==> src/rtl/fetch_ifid_stage.sv <==
// RV32 instruction fetch plus IF/ID register, one outstanding imem request at a time.
// Optional macro FETCH_ILLEGAL_CHECK_EN adds the registered id_illegal opcode check.
module fetch_ifid_stage #(
  parameter int              XLEN     = 32,
  parameter logic [XLEN-1:0] RESET_PC = '0
) (
  input  logic            clk,
  input  logic            rst,
  output logic            imem_req,
  output logic [XLEN-1:0] imem_addr,
  input  logic            imem_ready,
  input  logic            imem_rvalid,
  input  logic [XLEN-1:0] imem_rdata,
  input  logic            stall,
  input  logic            branch_taken,
  input  logic [XLEN-1:0] branch_target,
  output logic            id_valid,
  output logic [XLEN-1:0] id_pc,
  output logic [XLEN-1:0] id_instr,
  output logic [6:0]      id_opcode,
  output logic            id_illegal,
  output logic [1:0]      dbg_state
);

  // imem handshake: a request transfers on a cycle with imem_req & imem_ready;
  // imem_addr holds until then. The response arrives as a single imem_rvalid pulse.
  typedef enum logic [1:0] {
    S_REQ  = 2'd0,
    S_WAIT = 2'd1,
    S_HOLD = 2'd2
  } state_t;

  localparam logic [XLEN-1:0] NOP = XLEN'(32'h0000_0013);

  state_t          state;
  logic [XLEN-1:0] pc;
  logic [XLEN-1:0] hold_buf;
  logic [XLEN-1:0] load_word;
  logic            drop;
  logic            load_en;
  logic            req_accept;

  assign req_accept = (state == S_REQ) && imem_ready;
  assign imem_req   = (state == S_REQ) && !rst;
  assign imem_addr  = pc;
  assign id_opcode  = id_instr[6:0];
  assign dbg_state  = state;

  // IF/ID loads from the live response or from the hold buffer once decode frees up.
  always_comb begin
    load_en   = 1'b0;
    load_word = imem_rdata;
    if (!branch_taken && !stall) begin
      if (state == S_WAIT && imem_rvalid && !drop) begin
        load_en = 1'b1;
      end else if (state == S_HOLD) begin
        load_en   = 1'b1;
        load_word = hold_buf;
      end
    end
  end

  always_ff @(posedge clk or posedge rst) begin
    if (rst) begin
      state    <= S_REQ;
      pc       <= RESET_PC;
      drop     <= 1'b0;
      hold_buf <= NOP;
      id_valid <= 1'b0;
      id_pc    <= '0;
      id_instr <= NOP;
    end else if (branch_taken) begin
      pc       <= {branch_target[XLEN-1:2], 2'b00};
      id_valid <= 1'b0;
      // A request accepted earlier, or accepted in this very cycle, still owes a
      // response; wait for it and throw it away before fetching from the target.
      if ((state == S_WAIT && !imem_rvalid) || req_accept) begin
        drop  <= 1'b1;
        state <= S_WAIT;
      end else begin
        drop  <= 1'b0;
        state <= S_REQ;
      end
    end else begin
      if (load_en) begin
        id_valid <= 1'b1;
        id_pc    <= pc;
        id_instr <= load_word;
        pc       <= pc + XLEN'(4);
      end else if (!stall) begin
        id_valid <= 1'b0;
      end
      case (state)
        S_REQ: begin
          if (imem_ready) state <= S_WAIT;
        end
        S_WAIT: begin
          if (imem_rvalid) begin
            if (drop) begin
              drop  <= 1'b0;
              state <= S_REQ;
            end else if (stall) begin
              hold_buf <= imem_rdata;
              state    <= S_HOLD;
            end else begin
              state <= S_REQ;
            end
          end
        end
        S_HOLD: begin
          if (!stall) state <= S_REQ;
        end
        default: state <= S_REQ;
      endcase
    end
  end

`ifdef FETCH_ILLEGAL_CHECK_EN
  logic illegal_q;

  function automatic logic opcode_unsupported(input logic [6:0] op);
    return !(op == 7'b0110011 || op == 7'b0000011 ||
             op == 7'b0100011 || op == 7'b1100011);
  endfunction

  // Follows id_valid: set on load, held on stall, cleared with the slot.
  always_ff @(posedge clk or posedge rst) begin
    if (rst) begin
      illegal_q <= 1'b0;
    end else if (branch_taken) begin
      illegal_q <= 1'b0;
    end else if (load_en) begin
      illegal_q <= opcode_unsupported(load_word[6:0]);
    end else if (!stall) begin
      illegal_q <= 1'b0;
    end
  end

  assign id_illegal = illegal_q;
`else
  assign id_illegal = 1'b0;
`endif

endmodule

==> config.mk <==
export PLATFORM = sky130hd
export DESIGN_NAME = fetch_ifid_stage
export DESIGN_NICKNAME = d
export VERILOG_FILES = /design/src/rtl/fetch_ifid_stage.sv
export SDC_FILE = /design/constraint.sdc
export NUM_CORES = 1
export LEC_CHECK = 0
export ABC_AREA = 0
export BUFFER_PORTS_ARGS = -buffer_cell sky130_fd_sc_hd__buf_2
export CAP_MARGIN = 20
export CORE_UTILIZATION = 44
export DETAILED_ROUTE_END_ITERATION = 6
export GPL_ROUTABILITY_DRIVEN = 0
export GPL_TIMING_DRIVEN = 0
export PLACE_DENSITY = 0.7
export SETUP_SLACK_MARGIN = 0.2
export SLEW_MARGIN = 5
export SYNTH_ARGS = -nofsm -noshare
export SYNTH_HDL_FRONTEND = slang
export SYNTH_SLANG_ARGS = --single-unit
==> constraint.sdc <==
create_clock -name clk -period 12.2 [get_ports clk]
set_clock_uncertainty 0.1 [all_clocks]
set_input_delay 1.22 -clock clk [delete_from_list [all_inputs] [get_ports clk]]
set_output_delay 1.22 -clock clk [all_outputs]
set_load 0.005 [all_outputs]
==> run_results.csv, run 1 <==
group,metric,value,unit
setup_path,crit_fanout,2,
power,leakagePower,0.00380,uW
global_route,grt_overflow_total,0,
global_route,first_global_vias,5108,
setup_path,slowest_stage,"buf_2",
synthesis,synth-xor-area-share,0.00147,
run,max_cap_viol_count,0,
clocking,numCtsBuffers,17,
synthesis,synth-adder-area-share,0.00209,
clocking,clock_sinks,128,
synthesis,synth_most_common_cell,"nand2_1",
setup_path,critPathLaunchType,"primary input",
setup_path,cp_cell_sequence,"buf_2 -> nor3_1 -> buf_2",
clocking,ctsHoldBuffers,0,
finish,fillers,1170,
synthesis,syn_inst,595,
sta,fmax,0.342,GHz
clocking,cts_root_buf,"clkbuf_16",
synthesis,synth-simple-area-share,0.203,
sta,relSlewSlack,0.619,
synthesis,yosys_warnings,0,
floorplanning,fp.dieH,119,um
synthesis,synth_top_area_share,0.511,
synthesis,synth.area.top_cells,"dfrtp_1 (51%), nand2_1 (9.7%), mux2_2 (5.8%)",
detailed_routing,drc_errors,0,
setup_path,max_stage_delay,0.13,ns
sta,rsz0062_at_grt,"no",
global_route,track_usage,0.236,
sta,period_needed,2.92,ns
sta,timing.final.max_slew_violations,0,
finish,syn_to_final_growth,29.4,%
synthesis,synth_common_cells,"nand2_1 (155), dfrtp_1 (122), o21ai_0 (58)",
sta,final-hold-violation-count,0,
power,peakVddDrop,81.9,uV
global_route,grt_start_max_net_pins,71,
outcome,status,"completed",
setup_path,cp-end-kind,"output port",
sta,tightest_slew,0.572,ns
placed_design,io_buffers,169,
hold_path,hold_class,"register to register",
synthesis,synth_edf_count,0,
synthesis,synthMuxAreaShare,0.114,
floorplanning,die_w,119,um
setup_path,cp_data_arrival_time,1.60,ns
synthesis,synth.cell_area,0.00598,mm2
finish,nets,859,
detailed_routing,ant_nets,0,
synthesis,ys_ff_latch,128,
clocking,cts-resized-gates,0,
detailed_routing,vias_per_cell,5.35,
finish,layout-drive-gt1-share,0.351,
floorplanning,core_region_area,0.0132,mm2
floorplanning,std_cell_rows,42,
setup_path,critPathKind,"primary input to output port",
floorplanning,die_area,0.0141,mm2
sta,min_period_over_period,0.239,
clocking,cts_buffer_depth,2,
setup_path,worstPathRequired,10.88,ns
synthesis,yosys.area.top_type,"dfrtp_1",
floorplanning,initial_core_util,0.451,
floorplanning,ios,178,
synthesis,yosysUniqueCellTypes,53,
detailed_routing,via_count,5224,
synthesis,synthFlopType,"dfrtp_1",
global_route,grt_pass1_wl,26000,um
placed_design,hpwl,11300,um
detailed_routing,wl_per_cell,16.2,um
clocking,clkTransAtPathRegs,0.05,ns
clocking,ctsHtreeMaxLevel,4,
power,finalPower,1480,uW
clocking,tritoncts,"built",
sta,fin_setup_tns,0,ns
clocking,cts_setup_buffers,0,
synthesis,synth_area_per_cell,10.0,um2
synthesis,synth_top_family_by_area,"simple AND/OR/NAND/NOR gates",
synthesis,ys_async_sr_fraction,1.00,
synthesis,synth-compound-area-share,0.0948,
detailed_routing,dr.pass1.iters,5,
sta,setup_violations,0,
setup_path,path_common_cell,"buf_2",
detailed_routing,drt_first_iter_violations,340,
power,p_per_area,192,mW/mm2
clocking,clk_latency,0.42,ns
global_route,antenna_found_initial,0,
sta,holdWs,0.371,ns
detailed_routing,finalWirelength,15800,um
finish,diodes,0,
synthesis,synth-seq-area-share,0.537,
-- final timing paths --
kind / slack [ns] / end / from / cells after the start
hold reg to reg: 0.37 / id_pc[24] / id_pc[24] / 2
max in group asynchronous: 10.49 / id_pc[18] / rst / 3
min in group asynchronous: 0.77 / id_instr[5] / rst / 2
setup / recovery: 9.28 / imem_req / rst / 3
hold / removal: 0.37 / id_pc[24] / id_pc[24] / 2
setup reg to reg: 9.75 / imem_addr[28] / imem_addr[2] / 6
-- area by class of cell --
class	count	area, um2	share of cell area
timing repair buffer	170	873	0.113
sequential	128	3210	0.415
buffer	45	249	0.0322
tap	176	220	0.0285
multi-input combinational	418	2500	0.324
clock buffer	28	527	0.0681
inverter	8	35.0	0.00453
clock inverter	4	120	0.0155
-- metrics by stage --
stage | cell area (um2) | cells | setup WS [ns] | util
floorplan | 5990 | 599 | 7.48 | -
global placement | 7060 | 944 | 6.06 | 0.533
detailed placement | 7090 | 945 | 9.13 | 0.536
CTS | 7740 | 977 | 9.28 | 0.584
global route | 7740 | 977 | 9.23 | 0.584
finish | 7740 | 977 | 9.28 | 0.584
-- flip-flops by register name, indices dropped and copies added, names as in the netlist --
register and count:
dbg_state 2, hold_buf 32, id_valid 1, id_pc 30, drop 1, id_instr 32, imem_addr 30
-- where the power goes --
part	switching, uW	internal (uW)	leakage (uW)
Clock	172	375	0.000315
Combinational	139	158	0.00190
Sequential	81.5	559	0.00159
-- critical path: cells and delay by family --
family                 cells  cell delay [ns]
buffers and inverters      2             0.26
AND/OR/NAND/NOR            1             0.12
-- placed cells by master (no fill, tap or decap), types with 2 or more instances in the layout --
cell type,synthesis,layout
dfstp_2,6,6
nand2_1,155,155
mux2_2,31,31
bufinv_16,0,4
mux2i_1,32,32
and3_1,2,2
nand4_1,14,14
or3_1,7,7
nand3_1,16,16
nor2b_1,9,9
inv_1,8,7
nor3_4,2,2
clkbuf_16,0,17
clkbuf_1,13,18
nand3b_1,7,7
o21ai_0,58,58
o211ai_1,8,8
nor4_1,2,2
or2_2,2,2
o21ai_1,4,4
nor2_1,16,16
conb_1,1,5
a21oi_1,7,7
nand2b_1,2,2
clkbuf_8,0,6
buf_2,16,185
dfrtp_1,122,122
o311ai_0,6,6
a31oi_1,3,3
nor3_1,4,4
and2_1,2,2
buf_4,16,16
-- kinds of logic (layout without fill, tap and decap cells) --
kind of cell | count (synthesis) | count (layout)
simple gates | 250 | 250
flops | 128 | 128
compound gates | 97 | 97
mux | 64 | 64
buf+inv | 53 | 255
fa+ha+maj | 1 | 1
other cells | 1 | 5
xor+xnor | 1 | 1
-- per-layer routing --
metal / global-route usage / up-vias / share of wire
met4: 0.0973 / 0 / 0.023
met3: 0.0555 / 32 / 0.055
li1: - / 2435 / -
met1: 0.313 / 2590 / 0.44
met5: 0 / - / 0
met2: 0.370 / 167 / 0.49
Power figures use the tool's default switching activity.
==> inputs of run 2 (changes only) <==
clock period = 2.8 ns   (was 12.2 ns; I/O delays follow)
==> run 2 against run 1 <==
Sequential power rose to 4.4 times the previous value. Core utilization rose by 1.4 points. Die area did not move. Cell area rose by 2.5%. Largest power group unchanged.
==> run_results.csv, run 2 (synthesis gave the netlist of run 1 again) <==
group,metric,value,unit
outcome,status,"completed",
clocking,ctsHtreeMaxLevel,4,
global_route,track_usage,0.243,
detailed_routing,wl_met2,7920,um
setup_path,slowest_stage,"dfrtp_1",
detailed_routing,wl_met3,964,um
sta,holdWs,0.00884,ns
floorplanning,std_cell_rows,42,
setup_path,crit_fanout,8,
finish,layout_common_cells,"buf_2 (185), nand2_1 (155), dfrtp_1 (122)",
clocking,clk_latency,0.41,ns
finish,syn_to_final_growth,32.6,%
global_route,first_global_vias,5262,
detailed_routing,vias_per_cell,5.30,
hold_path,hold_class,"primary input to register",
global_route,antenna_found_initial,0,
sta,fmax,0.405,GHz
clocking,cts-resized-gates,0,
floorplanning,fp.dieH,119,um
power,leakagePower,0.00387,uW
finish,fillers,1150,
clocking,numCtsBuffers,17,
run,max_cap_viol_count,0,
clocking,cts_setup_buffers,0,
detailed_routing,highest_layer,"met4",
sta,fin_setup_tns,0,ns
detailed_routing,drc_errors,0,
sta,tightest_slew,0.785,ns
floorplanning,die_w,119,um
detailed_routing,drt_first_iter_violations,290,
placed_design,dp.cells,947,
sta,min_period_over_period,0.883,
setup_path,cp_data_arrival_time,2.72,ns
sta,relSlewSlack,0.476,
finish,reg_top3,"hold_buf x32, id_instr x32",
detailed_routing,met1_length,7000,um
setup_path,cp_cell_sequence,"ha_1 -> nand4_1 -> nor2_2 -> nand4_2 -> or3_1 -> nand3_1",
sta,period_needed,2.47,ns
finish,final_common_cell,"buf_2",
placed_design,placed_area,0.00712,mm2
floorplanning,core_region_area,0.0132,mm2
setup_path,crit_buf_inv,0,
setup_path,path_delay_family,"simple AND/OR/NAND/NOR gates",
floorplanning,initial_core_util,0.451,
finish,diodes,0,
global_route,grt_overflow_total,0,
finish,design_area,0.00793,mm2
setup_path,critPathLaunchType,"register",
power,peakVddDrop,354,uV
global_route,grt_start_max_net_pins,44,
sta,rsz0062_at_grt,"no",
finish,final_cells,997,
setup_path,cp-end-kind,"register",
power,p_per_area,808,mW/mm2
detailed_routing,via_count,5286,
clocking,cts_buffer_depth,2,
sta,final-hold-violation-count,0,
floorplanning,die_area,0.0141,mm2
finish,nets,879,
setup_path,max_stage_delay,0.50,ns
floorplanning,ios,178,
sta,setup_violations,0,
clocking,clock_sinks,128,
clocking,ctsHoldBuffers,18,
finish,layout-drive-gt1-share,0.350,
detailed_routing,finalWirelength,16300,um
setup_path,critPathKind,"register to register",
placed_design,io_buffers,169,
setup_path,worstPathRequired,3.05,ns
detailed_routing,dr.pass1.iters,6,
global_route,grt_pass1_wl,26700,um
placed_design,hpwl,11500,um
clocking,tritoncts,"built",
clocking,clkTransAtPathRegs,0.05,ns
sta,timing.final.max_slew_violations,0,
clocking,cts_root_buf,"clkbuf_16",
detailed_routing,ant_nets,0,
detailed_routing,wl_per_cell,16.3,um
==> run 2: report_power, final <==
part           switching [uW]  leakage [uW]  total, uW  internal, uW
logic                     604       0.00198       1310           708
clock network             789      0.000305       2300          1510
registers                 354       0.00159       2790          2440
total                    1750       0.00387       6400          4660
==> run 2: per-layer routing <==
layer  up-vias  global-route usage
met1      2582               0.320
met4         0               0.106
met3        35              0.0565
met5         -                   0
met2       198               0.384
li1       2471                   -
==> run 2: layout make-up <==
cell class	count	area, um2	area share
flip-flops and latches	128	3210	0.405
plain buffers	45	249	0.0314
inverters	8	33.8	0.00426
clock buffers	23	498	0.0628
well taps	176	220	0.0278
multi-input cells	418	2500	0.316
repair buffers	190	1090	0.137
clock inverters	9	129	0.0163
==> run 2: metrics by stage <==
step                       util  setup WS [ns]  power [uW]
after floorplan               -          0.844        3430
after global placement    0.533         0.0406        4030
after detailed placement  0.538          0.429        4120
after CTS                 0.599          0.366        6470
after global routing      0.599          0.223        6790
final                     0.599          0.328        6400
==> run 2: worst paths after layout <==
kind / startpoint / end / slack (ns) / cells after the start
worst max-delay path: imem_addr[2] / imem_addr[26] / 0.33 / 6
worst min-delay path: branch_target[2] / imem_addr[2] / 0.009 / 3
worst max register to register: imem_addr[2] / imem_addr[26] / 0.33 / 6
worst min register to register: id_pc[24] / id_pc[24] / 0.37 / 2
max in group asynchronous: rst / id_pc[14] / 1.34 / 5
min in group asynchronous: rst / dbg_state[0] / 0.47 / 3
==> run 2: worst register-to-register path, cell delays in order, from the launching register on <==
cell and delay, ns:
dfrtp_1 0.50, ha_1 0.28, nand4_1 0.33, nor2_2 0.45, nand4_2 0.25, or3_1 0.41
nand3_1 0.10
==> inputs of run 3 (changes only) <==
==> constraint.sdc (replaced) <==
create_clock -name clk -period 2.8 [get_ports clk]
set_clock_uncertainty 0.1 [all_clocks]
set_input_delay 0 -clock clk [delete_from_list [all_inputs] [get_ports clk]]
set_output_delay 0 -clock clk [all_outputs]
set_load 0.005 [all_outputs]
==> run 3 against run 2 <==
Non-clock buffer count increased by 51. Worst hold slack improved by 0.040 ns. Die area unchanged. Combinational power increased by 5%. Routed wire length increased by 5.3%.
==> run_results.csv, run 3 (synthesis gave the netlist of run 1 again) <==
group,metric,value,unit
finish,syn_to_final_growth,41.2,%
global_route,grt_pass1_wl,28100,um
placed_design,hpwl,11500,um
clocking,ctsHtreeMaxLevel,4,
detailed_routing,wl_per_cell,16.3,um
finish,layout_common_cells,"buf_2 (185), nand2_1 (155), dfrtp_1 (122)",
floorplanning,die_w,119,um
setup_path,critPathKind,"register to register",
sta,setup_violations,0,
setup_path,crit_fanout,8,
detailed_routing,drc_errors,0,
clocking,tritoncts,"built",
sta,rsz0062_at_grt,"no",
detailed_routing,via_count,5554,
outcome,status,"completed",
clocking,clock_sinks,128,
hold_path,hold_class,"primary input to register",
global_route,grt_overflow_total,0,
sta,fin_setup_tns,0,ns
sta,min_period_over_period,0.896,
power,peakVddDrop,356,uV
detailed_routing,drt_first_iter_violations,335,
setup_path,cp-end-kind,"register",
floorplanning,fp.dieH,119,um
clocking,cts_setup_buffers,0,
clocking,cts-resized-gates,0,
clocking,ctsHoldBuffers,69,
detailed_routing,finalWirelength,17100,um
run,max_cap_viol_count,0,
power,finalPower,6490,uW
power,p_per_area,769,mW/mm2
setup_path,worstPathRequired,3.05,ns
placed_design,io_buffers,169,
finish,postLayoutCoreUtil,0.637,
detailed_routing,dr.pass1.iters,5,
global_route,track_usage,0.255,
floorplanning,die_area,0.0141,mm2
clocking,numCtsBuffers,17,
sta,tightest_slew,0.795,ns
finish,diodes,0,
finish,multi_input_area,0.00250,mm2
finish,fillers,1083,
clocking,cts_buffer_depth,2,
finish,layout-drive-gt1-share,0.329,
finish,seq_area,0.00321,mm2
detailed_routing,vias_per_cell,5.30,
floorplanning,initial_core_util,0.451,
finish,nets,930,
power,leakagePower,0.00409,uW
sta,relSlewSlack,0.469,
sta,period_needed,2.51,ns
setup_path,cp_data_arrival_time,2.76,ns
floorplanning,core_region_area,0.0132,mm2
sta,fmax,0.398,GHz
sta,timing.final.max_slew_violations,0,
floorplanning,std_cell_rows,42,
global_route,first_global_vias,5665,
clocking,clk_latency,0.42,ns
floorplanning,ios,178,
clocking,cts_root_buf,"clkbuf_16",
setup_path,critPathLaunchType,"register",
detailed_routing,ant_nets,0,
global_route,antenna_found_initial,0,
finish,reg_top3,"hold_buf x32, id_instr x32",
finish,final_common_cell,"buf_2",
global_route,grt_start_max_net_pins,44,
clocking,clkTransAtPathRegs,0.05,ns
sta,final-hold-violation-count,0,
run 3: cell count changes in the layout (fill, tap and decap cells not counted):
cell,previous run,this run
dlygate4sd3_1,18,69
run 3: cell type report:
type,instances,share of cell area
Inverter,8,0.00400
Clock buffer,23,0.0590
Multi-Input combinational cell,418,0.297
Buffer,45,0.0295
Tap cell,176,0.0261
Sequential cell,128,0.380
Clock inverter,9,0.0153
Timing Repair Buffer,241,0.189
run 3: metal layers:
metal / vias to the layer above / GRT usage / routed length (um)
li1: 2570 / - / -
met3: 39 / 0.0579 / 1010
met1: 2723 / 0.321 / 7230
met4: 0 / 0.126 / 453
met2: 222 / 0.414 / 8420
met5: - / 0 / 0
run 3: final timing paths:
kind                                    from       endpoint  slack, ns  cells after the start
worst max-delay path            imem_addr[2]  imem_addr[26]       0.29                      6
worst min-delay path            branch_taken  imem_addr[30]       0.05                      4
worst max register to register  imem_addr[2]  imem_addr[26]       0.29                      6
worst min register to register     id_pc[24]      id_pc[24]       0.37                      2
max in group asynchronous                rst      id_pc[14]       1.58                      5
min in group asynchronous                rst   dbg_state[0]       0.22                      3
run 3: power by group:
group	leakage [uW]	switching [uW]	internal [uW]	total (uW)
registers	0.00159	361	2440	2800
clock network	0.000305	796	1510	2310
logic	0.00220	623	757	1380
run 3: worst max-delay path, cell delays in order (launching register included):
cell and delay (ns):
dfrtp_1 0.49, ha_1 0.28, nand4_1 0.34, nor2_2 0.47, nand4_2 0.26, or3_1 0.41, nand3_1 0.09
run 3: metrics by stage:
stage	hold WS, ns	area [um2]	setup WS (ns)	cells
2_1_floorplan	-0.0700	6000	0.911	599
3_3_place_gp	0.115	7060	0.321	944
3_5_place_dp	0.0950	7120	0.429	947
4_1_cts	0.0486	8440	0.366	1048
5_1_grt	0.104	8440	0.209	1048
6_report	0.0488	8440	0.290	1048
